<file path="src/rtl/seg_scan_if.sv">
// Bus bundle between a display-word source and the seg_scan digit scanner.
// The master drives the capture side; the slave (scanner) drives the decoder/anode side.
interface seg_scan_if #(
  parameter int DIGITS = 8
);
  logic                  load_i;
  logic [4*DIGITS-1:0]   data_i;
  logic [DIGITS-1:0]     dp_i;
  logic [DIGITS-1:0]     en_i;
  logic                  lz_en_i;
  logic [3:0]            hex_o;
  logic                  dp_o;
  logic [DIGITS-1:0]     an_o;

  modport master (
    output load_i, data_i, dp_i, en_i, lz_en_i,
    input  hex_o, dp_o, an_o
  );

  modport slave (
    input  load_i, data_i, dp_i, en_i, lz_en_i,
    output hex_o, dp_o, an_o
  );
endinterface

</file>
<file path="src/rtl/seg_scan.sv">
// Time-multiplexed 8-digit common-anode seven-segment scanner with per-slot
// blanking, decimal points, digit enables and leading-zero suppression.
module seg_scan #(
  parameter int DIGITS      = 8,
  parameter int REFRESH_DIV = 100000,
  parameter int BLANK_CYC   = 2
) (
  input  logic      clk,
  input  logic      rst_n,
  seg_scan_if.slave bus
);
  localparam int CW = $clog2(REFRESH_DIV);
  localparam int IW = $clog2(DIGITS);
  localparam int BW = (BLANK_CYC > 1) ? $clog2(BLANK_CYC) : 1;
  localparam logic [CW-1:0] CNT_MAX  = CW'(REFRESH_DIV - 1);
  localparam logic [IW-1:0] IDX_MAX  = IW'(DIGITS - 1);
  localparam logic [BW-1:0] BCNT_MAX = BW'(BLANK_CYC - 1);

  typedef enum logic {S_BLANK, S_DRIVE} state_t;

  state_t              r_state, w_state_nxt;
  logic [CW-1:0]       r_cnt;
  logic [IW-1:0]       r_idx;
  logic [BW-1:0]       r_bcnt, w_bcnt_nxt;
  logic [4*DIGITS-1:0] r_sh_data;
  logic [DIGITS-1:0]   r_sh_dp, r_sh_en;
  logic                r_show;
  logic [3:0]          r_hex;
  logic                r_dp;
  logic [DIGITS-1:0]   r_an, w_an_nxt;

  logic                w_tick;
  logic [IW-1:0]       w_nidx;
  logic [DIGITS-1:0]   w_tail_zero;
  logic                w_sup;

  assign w_tick = (r_cnt == CNT_MAX);
  assign w_nidx = (r_idx == IDX_MAX) ? '0 : r_idx + 1'b1;

  // w_tail_zero[i]: nibbles i..DIGITS-1 of the shadow word are all zero.
  always_comb begin
    logic v_z;
    w_tail_zero = '0;
    for (int i = 0; i < DIGITS; i++) begin
      v_z = 1'b1;
      for (int j = i; j < DIGITS; j++) begin
        v_z = v_z & (r_sh_data[4*j +: 4] == 4'h0);
      end
      w_tail_zero[i] = v_z;
    end
  end

  assign w_sup = bus.lz_en_i & (w_nidx != '0) & w_tail_zero[w_nidx];

  // NOTE: every output of a combinational block gets a default first, so no path leaves it unassigned and no latch is inferred.
  always_comb begin
    w_state_nxt = r_state;
    w_bcnt_nxt  = r_bcnt;
    w_an_nxt    = r_an;
    if (w_tick) begin
      w_state_nxt = S_BLANK;
      w_bcnt_nxt  = '0;
      w_an_nxt    = '1;
    end else begin
      case (r_state)
        S_BLANK: begin
          if (r_bcnt == BCNT_MAX) begin
            w_an_nxt    = r_show ? ~(DIGITS'(1) << r_idx) : '1;
            w_state_nxt = S_DRIVE;
          end else begin
            w_bcnt_nxt = r_bcnt + 1'b1;
          end
        end
        S_DRIVE: ;
        default: w_state_nxt = S_BLANK;
      endcase
    end
  end

  // NOTE: sequential state uses non-blocking assignments so every register samples pre-edge values; that is what makes a load on a tick edge affect only the following slot.
  always_ff @(posedge clk) begin
    if (!rst_n) begin
      r_state <= S_BLANK;
      r_bcnt  <= '0;
      r_an    <= '1;
    end else begin
      r_state <= w_state_nxt;
      r_bcnt  <= w_bcnt_nxt;
      r_an    <= w_an_nxt;
    end
  end

  // NOTE: the shadow registers are reset too, so a mid-slot reset drops the display word and leaves all digits dark until the next load.
  always_ff @(posedge clk) begin
    if (!rst_n) begin
      r_cnt     <= '0;
      r_idx     <= '0;
      r_sh_data <= '0;
      r_sh_dp   <= '0;
      r_sh_en   <= '0;
      r_show    <= 1'b0;
      r_hex     <= 4'h0;
      r_dp      <= 1'b1;
    end else begin
      r_cnt <= w_tick ? '0 : r_cnt + 1'b1;
      if (bus.load_i) begin
        r_sh_data <= bus.data_i;
        r_sh_dp   <= bus.dp_i;
        r_sh_en   <= bus.en_i;
      end
      if (w_tick) begin
        r_idx  <= w_nidx;
        r_hex  <= r_sh_data[4*w_nidx +: 4];
        r_dp   <= ~r_sh_dp[w_nidx];
        r_show <= r_sh_en[w_nidx] & ~w_sup;
      end
    end
  end

  assign bus.hex_o = r_hex;
  assign bus.dp_o  = r_dp;
  assign bus.an_o  = r_an;
endmodule

</file>
<file path="src/flat_wrapper.sv">
// flat-port wrapper written by rule: the top's interface ports become plain ports
module seg_scan_flat 
#(
  parameter int DIGITS      = 8,
  parameter int REFRESH_DIV = 100000,
  parameter int BLANK_CYC   = 2
)
  (clk, rst_n, bus_load_i, bus_data_i, bus_dp_i, bus_en_i, bus_lz_en_i, bus_hex_o, bus_dp_o, bus_an_o);
  seg_scan_if #(.DIGITS(DIGITS)) bus_i ();
  input  logic clk;
  input  logic rst_n;
  input wire logic [$bits(bus_i.load_i)-1:0] bus_load_i;
  input wire logic [$bits(bus_i.data_i)-1:0] bus_data_i;
  input wire logic [$bits(bus_i.dp_i)-1:0] bus_dp_i;
  input wire logic [$bits(bus_i.en_i)-1:0] bus_en_i;
  input wire logic [$bits(bus_i.lz_en_i)-1:0] bus_lz_en_i;
  output wire logic [$bits(bus_i.hex_o)-1:0] bus_hex_o;
  output wire logic [$bits(bus_i.dp_o)-1:0] bus_dp_o;
  output wire logic [$bits(bus_i.an_o)-1:0] bus_an_o;
  assign bus_i.load_i = bus_load_i;
  assign bus_i.data_i = bus_data_i;
  assign bus_i.dp_i = bus_dp_i;
  assign bus_i.en_i = bus_en_i;
  assign bus_i.lz_en_i = bus_lz_en_i;
  assign bus_hex_o = bus_i.hex_o;
  assign bus_dp_o = bus_i.dp_o;
  assign bus_an_o = bus_i.an_o;
  seg_scan #(.DIGITS(DIGITS), .REFRESH_DIV(REFRESH_DIV), .BLANK_CYC(BLANK_CYC)) u_core (.clk(clk), .rst_n(rst_n), .bus(bus_i));
endmodule
</file>
<file path="config.mk">
export PLATFORM = sky130hd
export DESIGN_NAME = seg_scan_flat
export DESIGN_NICKNAME = d
export VERILOG_FILES = /design/src/rtl/seg_scan_if.sv /design/src/rtl/seg_scan.sv /design/src/flat_wrapper.sv
export SDC_FILE = /design/constraint.sdc
export NUM_CORES = 1
export LEC_CHECK = 0
export ABC_AREA = 0
export CORE_UTILIZATION = 25
export CTS_CLUSTER_SIZE = 40
export DETAILED_ROUTE_END_ITERATION = 8
export PLACE_DENSITY = 0.49
export SETUP_SLACK_MARGIN = 0.02
export SYNTH_ARGS = -nofsm -noshare
export SYNTH_HDL_FRONTEND = slang
export SYNTH_SLANG_ARGS = --single-unit
</file>
<file path="constraint.sdc">
create_clock -name clk -period 2.15 [get_ports clk]
set_input_delay 0.215 -clock clk [delete_from_list [all_inputs] [get_ports clk]]
set_output_delay 0.215 -clock clk [all_outputs]
set_load 0.02 [all_outputs]
</file>
==> load_flow_metrics.sql, run 1 <==
INSERT INTO impl_metrics (metric_group, metric, value, unit) VALUES
('outcome', 'run_status', 'finished, final reports clean', ''),
('place', 'final_weighted_congestion_in_routability_driven_placement', '0.764', ''),
('critical_path', 'worstPathCellList', 'ha_1 > ha_2 > nor2_4 > buf_4 > mux4_2 > mux2i_1 > a311o_1 > o21ai_0', ''),
('drt', 'drtAntennaViolNets', '0', ''),
('drt', 'route.vias.total', '2713', ''),
('synthesis', 'synth-seq-cells', '84', ''),
('timing', 'relSlewSlack', '69.7', '%'),
('finish', 'insertedDiodeCount', '0', ''),
('cts', 'ctsHoldBuffers', '0', ''),
('cts', 'worst_skew_pair.late_latency', '0.34', 'ns'),
('cts', 'tritoncts', 'built', ''),
('global_route', 'antenna_found_initial', '0', ''),
('drt', 'drt-wirelength-per-cell', '13.8', 'um'),
('critical_path', 'worstPathMaxFanout', '5', ''),
('run', 'cap_violations', '0', ''),
('global_route', 'wire_length_of_the_first_global_routing_pass', '13.9', 'mm'),
('drt', 'routed_wl', '8.53', 'mm'),
('synthesis', 'yosys.cell_types.count', '36', ''),
('timing', 'finalWorstSetupSlack', '0.155', 'ns'),
('timing', 'fin_crit_sh', '92.8', '%'),
('cts', 'cts.repair.resized', '0', ''),
('cts', 'clk_sink_count', '84', ''),
('synthesis', 'netlist_top_cells_area', 'dfxtp_1, mux2i_1, nor2_1', ''),
('timing', 'setup_skew', '0.00977', 'ns'),
('cts', 'clk_path_buf_depth', '2', ''),
('global_route', 'globalRouteOverflowTotal', '0', ''),
('cts', 'cts_root_buf', 'clkbuf_16', ''),
('timing', 'worstMarginPinSlew', '0.454', 'ns'),
('timing', 'timing.final.max_slew_violations', '0', ''),
('place', 'placed_cell_area', '4550', 'um2'),
('finish', 'design_area', '4840', 'um2'),
('floorplan', 'die-height', '122', 'um'),
('timing', 'unrepaired_setup_endpoints_after_global_routing', 'false', ''),
('critical_path', 'critical_path_arrival', '2.22', 'ns'),
('place', 'pre_cts_slack', '0.0934', 'ns'),
('cts', 'clock_transition_at_path_regs', '0.06', 'ns'),
('global_route', 'grt_start_max_net_pins', '49', ''),
('synthesis', 'post_synth_inst_count', '362', ''),
('synthesis', 'seq_area_frac_synth', '46.5', '%'),
('synthesis', 'synth_top_area_share', '46.5', '%'),
('power_and_ir_drop', 'p_comb_share', '9.0', '%'),
('timing', 'shortest_clock_period_the_worst_path_allows_after_layout', '1.99', 'ns'),
('min_path', 'hold_class', 'flop to flop', ''),
('floorplan', 'placeableCoreArea', '14000', 'um2'),
('power_and_ir_drop', 'power_leakage', '1.95', 'nW'),
('synthesis', 'share_of_synthesized_flip_flops_with_an_asynchronous_set_or_reset', '0', '%'),
('cts', 'cts_post_setup_buffers_inserted', '0', ''),
('power_and_ir_drop', 'p_int', '0.00273', 'W'),
('power_and_ir_drop', 'p_sw_share', '21.8', '%'),
('drt', 'drt_iter0_markers', '154', ''),
('synthesis', 'number_of_flops_mapped_to_enable_cells_by_yosys', '0', ''),
('critical_path', 'end_kind', 'flop', ''),
('timing', 'setup_violations', '0', ''),
('global_route', 'first_global_vias', '2719', ''),
('floorplan', 'initial_core_util', '25.9', '%'),
('power_and_ir_drop', 'net-switching-power', '0.000762', 'W'),
('critical_path', 'critical_path.max_stage_delay', '0.49', 'ns'),
('power_and_ir_drop', 'clock_group_share_of_total_power', '43.2', '%'),
('critical_path', 'cp_max_stage_cell', 'mux4_2', ''),
('power_and_ir_drop', 'peak_supply_drop', '0.000356', 'V'),
('critical_path', 'timing.critical_path.from_type', 'flop', ''),
('critical_path', 'worst_ep_required_time', '2.37', 'ns'),
('synthesis', 'post_syn_area', '3620', 'um2'),
('place', 'buffer_ports.inserted', '64', ''),
('synthesis', 'post_synth.cell_area_avg', '9.99', 'um2'),
('critical_path', 'category_of_the_critical_setup_timing_path', 'flop to flop', ''),
('floorplan', 'dieArea', '15000', 'um2'),
('drt', 'drt-vias-per-instance', '4.38', ''),
('drt', 'firstDrtPassIters', '4', ''),
('synthesis', 'yosys_most_used_dff', 'dfxtp_1', ''),
('critical_path', 'worstPathBufferInverterCount', '1', '');
-- per-layer routing --
metal  track usage [%]  wire length (um)  vias to the layer above  part of all wire [%]
li1                  -                 -                     1407                     -
met1              15.8              4180                     1248                    49
met2              19.1              3910                       47                    46
met3              3.11               333                       11                   3.9
met4              4.57               106                        0                   1.2
met5                 0                 0                        -                     0
-- Yosys cell counts (3+ instances only) --
cell type and n:
ha_1 7, nand3_1 15, xor2_1 6, nor3_1 3, dfxtp_1 84, mux2i_1 55, xnor2_1 9, nor4_1 7
nand4_1 6, mux4_2 10, and3_1 3, inv_1 9, o21ai_0 18, clkbuf_1 11, nor2_1 72, nand2_1 19
buf_2 3
-- per-stage QoR --
stage	hold WS (ns)	util, %	cells	power [W]
after floorplan	0.277	-	362	0.00186
after global placement	0.444	32.5	604	0.00202
after detailed placement	0.452	32.5	604	0.00202
after CTS	0.465	34.6	619	0.00353
after global routing	0.472	34.6	619	0.00363
final	0.457	34.6	619	0.00350
-- power groups by stage --
stage | Sequential, W | Combinational [W] | Clock (W)
floorplan | 0.00168 | 0.000179 | 0
global placement | 0.00170 | 0.000313 | 0
detailed placement | 0.00170 | 0.000316 | 0
CTS | 0.00167 | 0.000318 | 0.00154
global route | 0.00168 | 0.000343 | 0.00161
finish | 0.00167 | 0.000314 | 0.00151
-- worst reg2reg max path: cells and delay by family (launching register included) --
kind	cells	cell delay, ns
muxes	2	0.64
adders and majority gates	2	0.41
DFF	1	0.33
and+or+nand+nor	1	0.12
buffers and inverters	1	0.17
AOI/OAI and AO/OA	2	0.22
-- worst paths after layout --
path              slack, ns         endpoint             from  cells past startpoint
setup / recovery       0.16    u_core.r_show  u_core.r_idx[1]                      8
hold / removal         0.46  u_core.r_cnt[0]  u_core.r_cnt[0]                      1
setup reg to reg       0.16    u_core.r_show  u_core.r_idx[1]                      8
hold reg to reg        0.46  u_core.r_cnt[0]  u_core.r_cnt[0]                      1
-- layout make-up --
type | instances | area, um2
Clock inverter | 2 | 35.0
Timing Repair Buffer | 80 | 793
Fill cell | 1468 | 9150
Sequential cell | 84 | 1680
Tap cell | 180 | 225
Multi-Input combinational cell | 251 | 1820
Clock buffer | 13 | 250
Inverter | 9 | 33.8
-- flip-flops by register name, summed over array words and instances (netlist names) --
register and flops:
u_core.bus.an_o 8, u_core.bus.dp_o 1, u_core.bus.hex_o 4, u_core.r_bcnt 1, u_core.r_cnt 17, u_core.r_idx 3
u_core.r_sh_data 32, u_core.r_sh_dp 8, u_core.r_sh_en 8, u_core.r_show 1, u_core.r_state 1
-- placed cells by master, fill, tap and decap left out, drive strengths merged, types with 3 or more instances in the layout --
master	instances
clkdlybuf4s50	63
and3	3
xnor2	9
nand3	15
xor2	6
buf	17
ha	7
nand4	6
nor4	8
mux4	12
dfxtp	84
inv	9
nor2	73
nand2	19
o21ai	18
mux2i	55
nor3	3
clkbuf	13
-- cells by family after synthesis --
logic type / count (synthesis) / share of synthesized area [%]
and+or+nand+nor: 136 / 17.3
DFF: 84 / 46.5
muxes: 67 / 22.8
buffers and inverters: 27 / 3.32
AOI/OAI and AO/OA: 26 / 3.98
xor gates and xnor gates: 15 / 3.63
adders and majority gates: 7 / 2.42
No activity file was read; power rests on OpenSTA's default activity.
==> inputs of run 2 (changes only) <==
Settings changed: RECOVER_POWER set to 50, SLEW_MARGIN set to 20.
==> run 2 against run 1 <==
- power about the same
- critical path depth is the same
- sequential cell count stayed put
- design area fell by 0.13%
- fmax grew 0.88%
- critical endpoint unchanged
- register-to-register slack improved by 0.02 ns
- core utilization about the same
- sequential share of layout area hardly changed
==> load_flow_metrics.sql, run 2 (synthesized netlist as in run 1, its figures left out) <==
INSERT INTO impl_metrics (metric_group, metric, value, unit) VALUES
('finish', 'layout.cells.most_common_list', 'dfxtp_1, nor2_1, clkdlybuf4s50_1', ''),
('critical_path', 'worstPathCellList', 'ha_1 > ha_2 > nor2_4 > buf_4 > mux4_2 > mux2i_1 > a311o_1 > o21ai_0', ''),
('cts', 'cts-htree-levels', '3', ''),
('timing', 'number_of_failing_hold_endpoints_at_the_final_stage', '0', ''),
('min_path', 'hold_class', 'flop to flop', ''),
('global_route', 'grt_start_max_net_pins', '49', ''),
('timing', 'setup_violations', '0', ''),
('outcome', 'run_status', 'finished, final reports clean', ''),
('cts', 'clk_path_buf_depth', '2', ''),
('drt', 'route.vias.total', '2726', ''),
('drt', 'firstDrtPassIters', '4', ''),
('global_route', 'antenna_found_initial', '0', ''),
('run', 'cap_violations', '0', ''),
('timing', 'setup_skew', '0.00956', 'ns'),
('timing', 'shortest_clock_period_the_worst_path_allows_after_layout', '1.98', 'ns'),
('cts', 'clk_sink_count', '84', ''),
('drt', 'drt_iter0_markers', '153', ''),
('min_path', 'worstHoldStart', 'u_core.r_cnt[0]', ''),
('drt', 'drc_errors', '0', ''),
('cts', 'ctsHoldBuffers', '0', ''),
('finish', 'reg.largest.list', 'u_core.r_sh_data: 32 flops, u_core.r_cnt: 17 flops', ''),
('finish', 'largest_register', 'u_core.r_sh_data', ''),
('critical_path', 'beginning_of_the_worst_register_to_register_path', 'u_core.r_idx[1]', ''),
('power_and_ir_drop', 'power_leakage', '1.94', 'nW'),
('floorplan', 'initial_core_util', '25.9', '%'),
('floorplan', 'horiz_die_dim', '122', 'um'),
('finish', 'insertedDiodeCount', '0', ''),
('critical_path', 'cp-startpoint', 'u_core.r_idx[1]', ''),
('critical_path', 'critical_path_arrival', '2.20', 'ns'),
('finish', 'nNetsFinal', '494', ''),
('timing', 'maxClockFrequency', '0.506', 'GHz'),
('floorplan', 'die-height', '122', 'um'),
('global_route', 'first_global_vias', '2719', ''),
('cts', 'numCtsBuffers', '9', ''),
('timing', 'hold_ws', '0.457', 'ns'),
('critical_path', 'cp_max_stage_cell', 'mux4_2', ''),
('drt', 'drt-wirelength-per-cell', '13.8', 'um'),
('power_and_ir_drop', 'post-layout-total-power', '0.00349', 'W'),
('drt', 'drt-vias-per-instance', '4.40', ''),
('cts', 'tritoncts', 'built', ''),
('critical_path', 'worstPathMaxFanout', '5', ''),
('timing', 'worstMarginPinSlew', '0.728', 'ns'),
('critical_path', 'critical_path.max_stage_delay', '0.49', 'ns'),
('power_and_ir_drop', 'peak_supply_drop', '0.000356', 'V'),
('cts', 'worst_skew_pair.late_latency', '0.34', 'ns'),
('timing', 'fin_crit_sh', '92.0', '%'),
('place', 'dp_hpwl', '6.51', 'mm'),
('drt', 'drtAntennaViolNets', '0', ''),
('place', 'pre_cts_slack', '0.0934', 'ns'),
('critical_path', 'end_kind', 'flop', ''),
('drt', 'routed_wl', '8.53', 'mm'),
('finish', 'layout_commonest_cell', 'dfxtp_1', ''),
('floorplan', 'placeableCoreArea', '14000', 'um2'),
('finish', 'layout-drive-gt1-share', '10.3', '%'),
('global_route', 'globalRouteOverflowTotal', '0', ''),
('global_route', 'wire_length_of_the_first_global_routing_pass', '13.9', 'mm'),
('place', 'final_weighted_congestion_in_routability_driven_placement', '0.764', ''),
('timing', 'timing.final.max_slew_violations', '0', ''),
('timing', 'finalWorstSetupSlack', '0.173', 'ns'),
('global_route', 'gr-usage-all-layers', '12.1', '%'),
('critical_path', 'worst_ep_required_time', '2.37', 'ns'),
('critical_path', 'timing.critical_path.from_type', 'flop', ''),
('cts', 'clock_transition_at_path_regs', '0.06', 'ns'),
('floorplan', 'fp-row-count', '43', ''),
('finish', 'largest_reg_flops', '32', ''),
('finish', 'area_growth', '33.7', '%'),
('cts', 'cts_root_buf', 'clkbuf_16', ''),
('timing', 'finalSetupTns', '0', 'ns'),
('power_and_ir_drop', 'power.density', '722', 'nW/um2'),
('place', 'buffer_ports.inserted', '64', ''),
('floorplan', 'dieArea', '15000', 'um2'),
('floorplan', 'number_of_top_level_design_ports', '65', ''),
('critical_path', 'category_of_the_critical_setup_timing_path', 'flop to flop', ''),
('timing', 'unrepaired_setup_endpoints_after_global_routing', 'false', ''),
('timing', 'relSlewSlack', '51.5', '%');
==> run 2: cell types whose count changed in the layout (fill, tap and decap cells not counted), sizes merged <==
| cell | change |
|---|---|
| buf | -2 |
| clkbuf | +2 |
| clkdlybuf4s50 | -1 |
| dlygate4sd3 | +1 |
==> run 2: per-stage QoR <==
| step | cells | instance area (um2) | utilization, % |
|---|---|---|---|
| after floorplan | 362 | 3620 | - |
| after global placement | 604 | 4550 | 32.5 |
| after detailed placement | 604 | 4550 | 32.5 |
| after CTS | 619 | 4830 | 34.6 |
| after global routing | 619 | 4840 | 34.6 |
| final | 619 | 4840 | 34.6 |
==> run 2: final timing paths <==
check	endpoint	cells after the start	slack, ns
hold / removal	u_core.r_cnt[0]	1	0.46
hold reg to reg	u_core.r_cnt[0]	1	0.46
setup reg to reg	u_core.r_show	8	0.17
setup / recovery	u_core.r_show	8	0.17
==> run 2: layout make-up <==
type,instances,area [um2]
Timing Repair Buffer,80,787
Multi-Input combinational cell,251,1820
Inverter,9,33.8
Clock buffer,13,250
Clock inverter,2,35.0
Sequential cell,84,1680
Tap cell,180,225
Fill cell,1471,9150
==> run 2: power breakdown <==
part           internal [W]  switching, W
Combinational      0.000189      0.000124
Sequential          0.00162     0.0000524
Clock              0.000924      0.000586
==> run 2: critical path, delay by kind of cell (launching register included) <==
family                   cells  cell delay [ns]
multiplexers                 2             0.64
adder cells (fa/ha/maj)      2             0.41
flip-flops                   1             0.33
AO/OA/AOI/OAI                2             0.20
buffers and inverters        1             0.17
AND/OR/NAND/NOR              1             0.12
==> run 2: metal layers <==
| layer | wire length (um) | vias up | share of wire [%] | global-route usage, % |
|---|---|---|---|---|
| met3 | 343 | 13 | 4.0 | 3.11 |
| li1 | - | 1407 | - | - |
| met1 | 4170 | 1254 | 49 | 15.8 |
| met4 | 132 | 0 | 1.5 | 4.57 |
| met5 | 0 | - | 0 | 0 |
| met2 | 3890 | 52 | 46 | 19.1 |
==> run 2: what timing repair did <==
item / 4_1_cts / 5_1_grt
gates resized for setup: 0 / 3
setup endpoints to repair: 0 / 3
setup buffers: 0 / 0
==> inputs of run 3 (changes only) <==
Settings changed: CTS_BUF_LIST set to sky130_fd_sc_hd__clkbuf_16.
==> run 3 against run 2 <==
- design area shrank 0.21%
- sequential power barely moved
- count of clock-buffer cells in the layout shrank 4
- register-to-register slack about the same
- largest cell class unchanged
- largest power group unchanged
==> load_flow_metrics.sql, run 3 (synthesized netlist as in run 1, its figures left out) <==
INSERT INTO impl_metrics (metric_group, metric, value, unit) VALUES
('timing', 'setup_skew', '0.00952', 'ns'),
('power_and_ir_drop', 'power.density', '713', 'nW/um2'),
('cts', 'clk_path_buf_depth', '2', ''),
('cts', 'clk_sink_count', '84', ''),
('finish', 'layout-drive-gt1-share', '10.0', '%'),
('finish', 'insertedDiodeCount', '0', ''),
('floorplan', 'fp-row-count', '43', ''),
('cts', 'numCtsBuffers', '9', ''),
('critical_path', 'cp_max_stage_cell', 'mux4_2', ''),
('drt', 'drt_iter0_markers', '139', ''),
('cts', 'ctsHoldBuffers', '0', ''),
('floorplan', 'die-height', '122', 'um'),
('cts', 'clock_transition_at_path_regs', '0.06', 'ns'),
('critical_path', 'critical_path_arrival', '2.20', 'ns'),
('timing', 'hold_ws', '0.457', 'ns'),
('power_and_ir_drop', 'p_sw_share', '22.1', '%'),
('drt', 'routed_wl', '8.53', 'mm'),
('global_route', 'grt_start_max_net_pins', '49', ''),
('critical_path', 'end_kind', 'flop', ''),
('power_and_ir_drop', 'clock_group_share_of_total_power', '42.4', '%'),
('place', 'pre_cts_slack', '0.0934', 'ns'),
('critical_path', 'worstPathBufferInverterCount', '1', ''),
('cts', 'worst_skew_pair.late_latency', '0.34', 'ns'),
('global_route', 'wire_length_of_the_first_global_routing_pass', '13.9', 'mm'),
('place', 'dpl.cell_count', '604', ''),
('timing', 'finalWorstSetupSlack', '0.174', 'ns'),
('power_and_ir_drop', 'peak_supply_drop', '0.000352', 'V'),
('finish', 'non_filler_cells_final', '619', ''),
('floorplan', 'horiz_die_dim', '122', 'um'),
('critical_path', 'category_of_the_critical_setup_timing_path', 'flop to flop', ''),
('floorplan', 'placeableCoreArea', '14000', 'um2'),
('finish', 'largest_reg_flops', '32', ''),
('cts', 'cts_root_buf', 'clkbuf_16', ''),
('floorplan', 'dieArea', '15000', 'um2'),
('timing', 'shortest_clock_period_the_worst_path_allows_after_layout', '1.98', 'ns'),
('power_and_ir_drop', 'power_leakage', '1.95', 'nW'),
('global_route', 'gr-usage-all-layers', '12.1', '%'),
('floorplan', 'number_of_top_level_design_ports', '65', ''),
('drt', 'route.vias.total', '2717', ''),
('drt', 'drt-vias-per-instance', '4.39', ''),
('place', 'buffer_ports.inserted', '64', ''),
('outcome', 'run_status', 'finished, final reports clean', ''),
('cts', 'tritoncts', 'built', ''),
('timing', 'number_of_failing_hold_endpoints_at_the_final_stage', '0', ''),
('global_route', 'first_global_vias', '2719', ''),
('critical_path', 'critical_path.max_stage_delay', '0.49', 'ns'),
('finish', 'nFillCells', '1471', ''),
('power_and_ir_drop', 'power.sequential.fraction', '48.5', '%'),
('timing', 'fin_crit_sh', '91.9', '%'),
('finish', 'nNetsFinal', '494', ''),
('timing', 'finalSetupTns', '0', 'ns'),
('cts', 'cts.repair.resized', '0', ''),
('critical_path', 'worst_ep_required_time', '2.37', 'ns'),
('finish', 'multi_input_area', '1820', 'um2'),
('place', 'final_weighted_congestion_in_routability_driven_placement', '0.764', ''),
('min_path', 'hold_class', 'flop to flop', ''),
('global_route', 'antenna_found_initial', '0', ''),
('timing', 'setup_violations', '0', ''),
('timing', 'maxClockFrequency', '0.506', 'GHz'),
('drt', 'drtAntennaViolNets', '0', ''),
('floorplan', 'initial_core_util', '25.9', '%'),
('place', 'dp_hpwl', '6.51', 'mm'),
('global_route', 'globalRouteOverflowTotal', '0', ''),
('critical_path', 'path_delay_family', 'multiplexers', ''),
('timing', 'worstMarginPinSlew', '0.730', 'ns'),
('power_and_ir_drop', 'p_int', '0.00268', 'W'),
('finish', 'area_growth', '33.4', '%'),
('drt', 'drt-wirelength-per-cell', '13.8', 'um'),
('power_and_ir_drop', 'p_comb_share', '9.1', '%'),
('timing', 'unrepaired_setup_endpoints_after_global_routing', 'false', ''),
('finish', 'layout_utilization', '34.5', '%'),
('cts', 'cts_post_setup_buffers_inserted', '0', ''),
('finish', 'layout_commonest_cell', 'dfxtp_1', ''),
('timing', 'relSlewSlack', '51.4', '%'),
('drt', 'drc_errors', '0', ''),
('finish', 'largest_register', 'u_core.r_sh_data', ''),
('drt', 'firstDrtPassIters', '4', ''),
('cts', 'cts-htree-levels', '3', ''),
('critical_path', 'worstPathCellList', 'ha_1 > ha_2 > nor2_4 > buf_4 > mux4_2 > mux2i_1 > a311o_1 > o21ai_0', ''),
('run', 'cap_violations', '0', ''),
('power_and_ir_drop', 'net-switching-power', '0.000761', 'W'),
('finish', 'seqCellArea', '1680', 'um2'),
('finish', 'reg.largest.list', 'u_core.r_sh_data: 32 flops, u_core.r_cnt: 17 flops', ''),
('critical_path', 'worstPathMaxFanout', '5', ''),
('finish', 'layout.cells.most_common_list', 'dfxtp_1, nor2_1, clkdlybuf4s50_1', ''),
('timing', 'timing.final.max_slew_violations', '0', ''),
('critical_path', 'timing.critical_path.from_type', 'flop', '');
run 3: cell type report:
cell class	instances	share of cell area, %
multi-input combinational	251	37.8
clock inverter	6	1.04
clock buffer	9	4.67
tap	180	4.67
timing repair buffer	80	16.3
inverter	9	0.700
sequential	84	34.8
run 3: routing by layer:
| layer | global-route usage, % | up-vias | wire [um] |
|---|---|---|---|
| met3 | 3.11 | 13 | 335 |
| met2 | 19.1 | 48 | 3890 |
| met5 | 0 | - | 0 |
| li1 | - | 1406 | - |
| met4 | 4.57 | 0 | 132 |
| met1 | 15.8 | 1250 | 4170 |
run 3: metrics by stage:
stage                     total power (W)  cell area (um2)
after detailed placement          0.00202             4550
final                             0.00344             4830
after global routing              0.00358             4830
after floorplan                   0.00186             3620
after global placement            0.00202             4550
after CTS                         0.00348             4820
run 3: final timing paths:
check,startpoint,endpoint,slack [ns],cells after the start
worst min register to register,u_core.r_cnt[0],u_core.r_cnt[0],0.46,1
worst max-delay path,u_core.r_idx[1],u_core.r_show,0.17,8
worst min-delay path,u_core.r_cnt[0],u_core.r_cnt[0],0.46,1
worst max register to register,u_core.r_idx[1],u_core.r_show,0.17,8
run 3: power groups by stage:
stage,Combinational (W),Clock [W],Sequential (W)
floorplan,0.000179,0,0.00168
global placement,0.000313,0,0.00170
detailed placement,0.000316,0,0.00170
CTS,0.000318,0.00149,0.00167
global route,0.000342,0.00156,0.00168
finish,0.000313,0.00146,0.00167
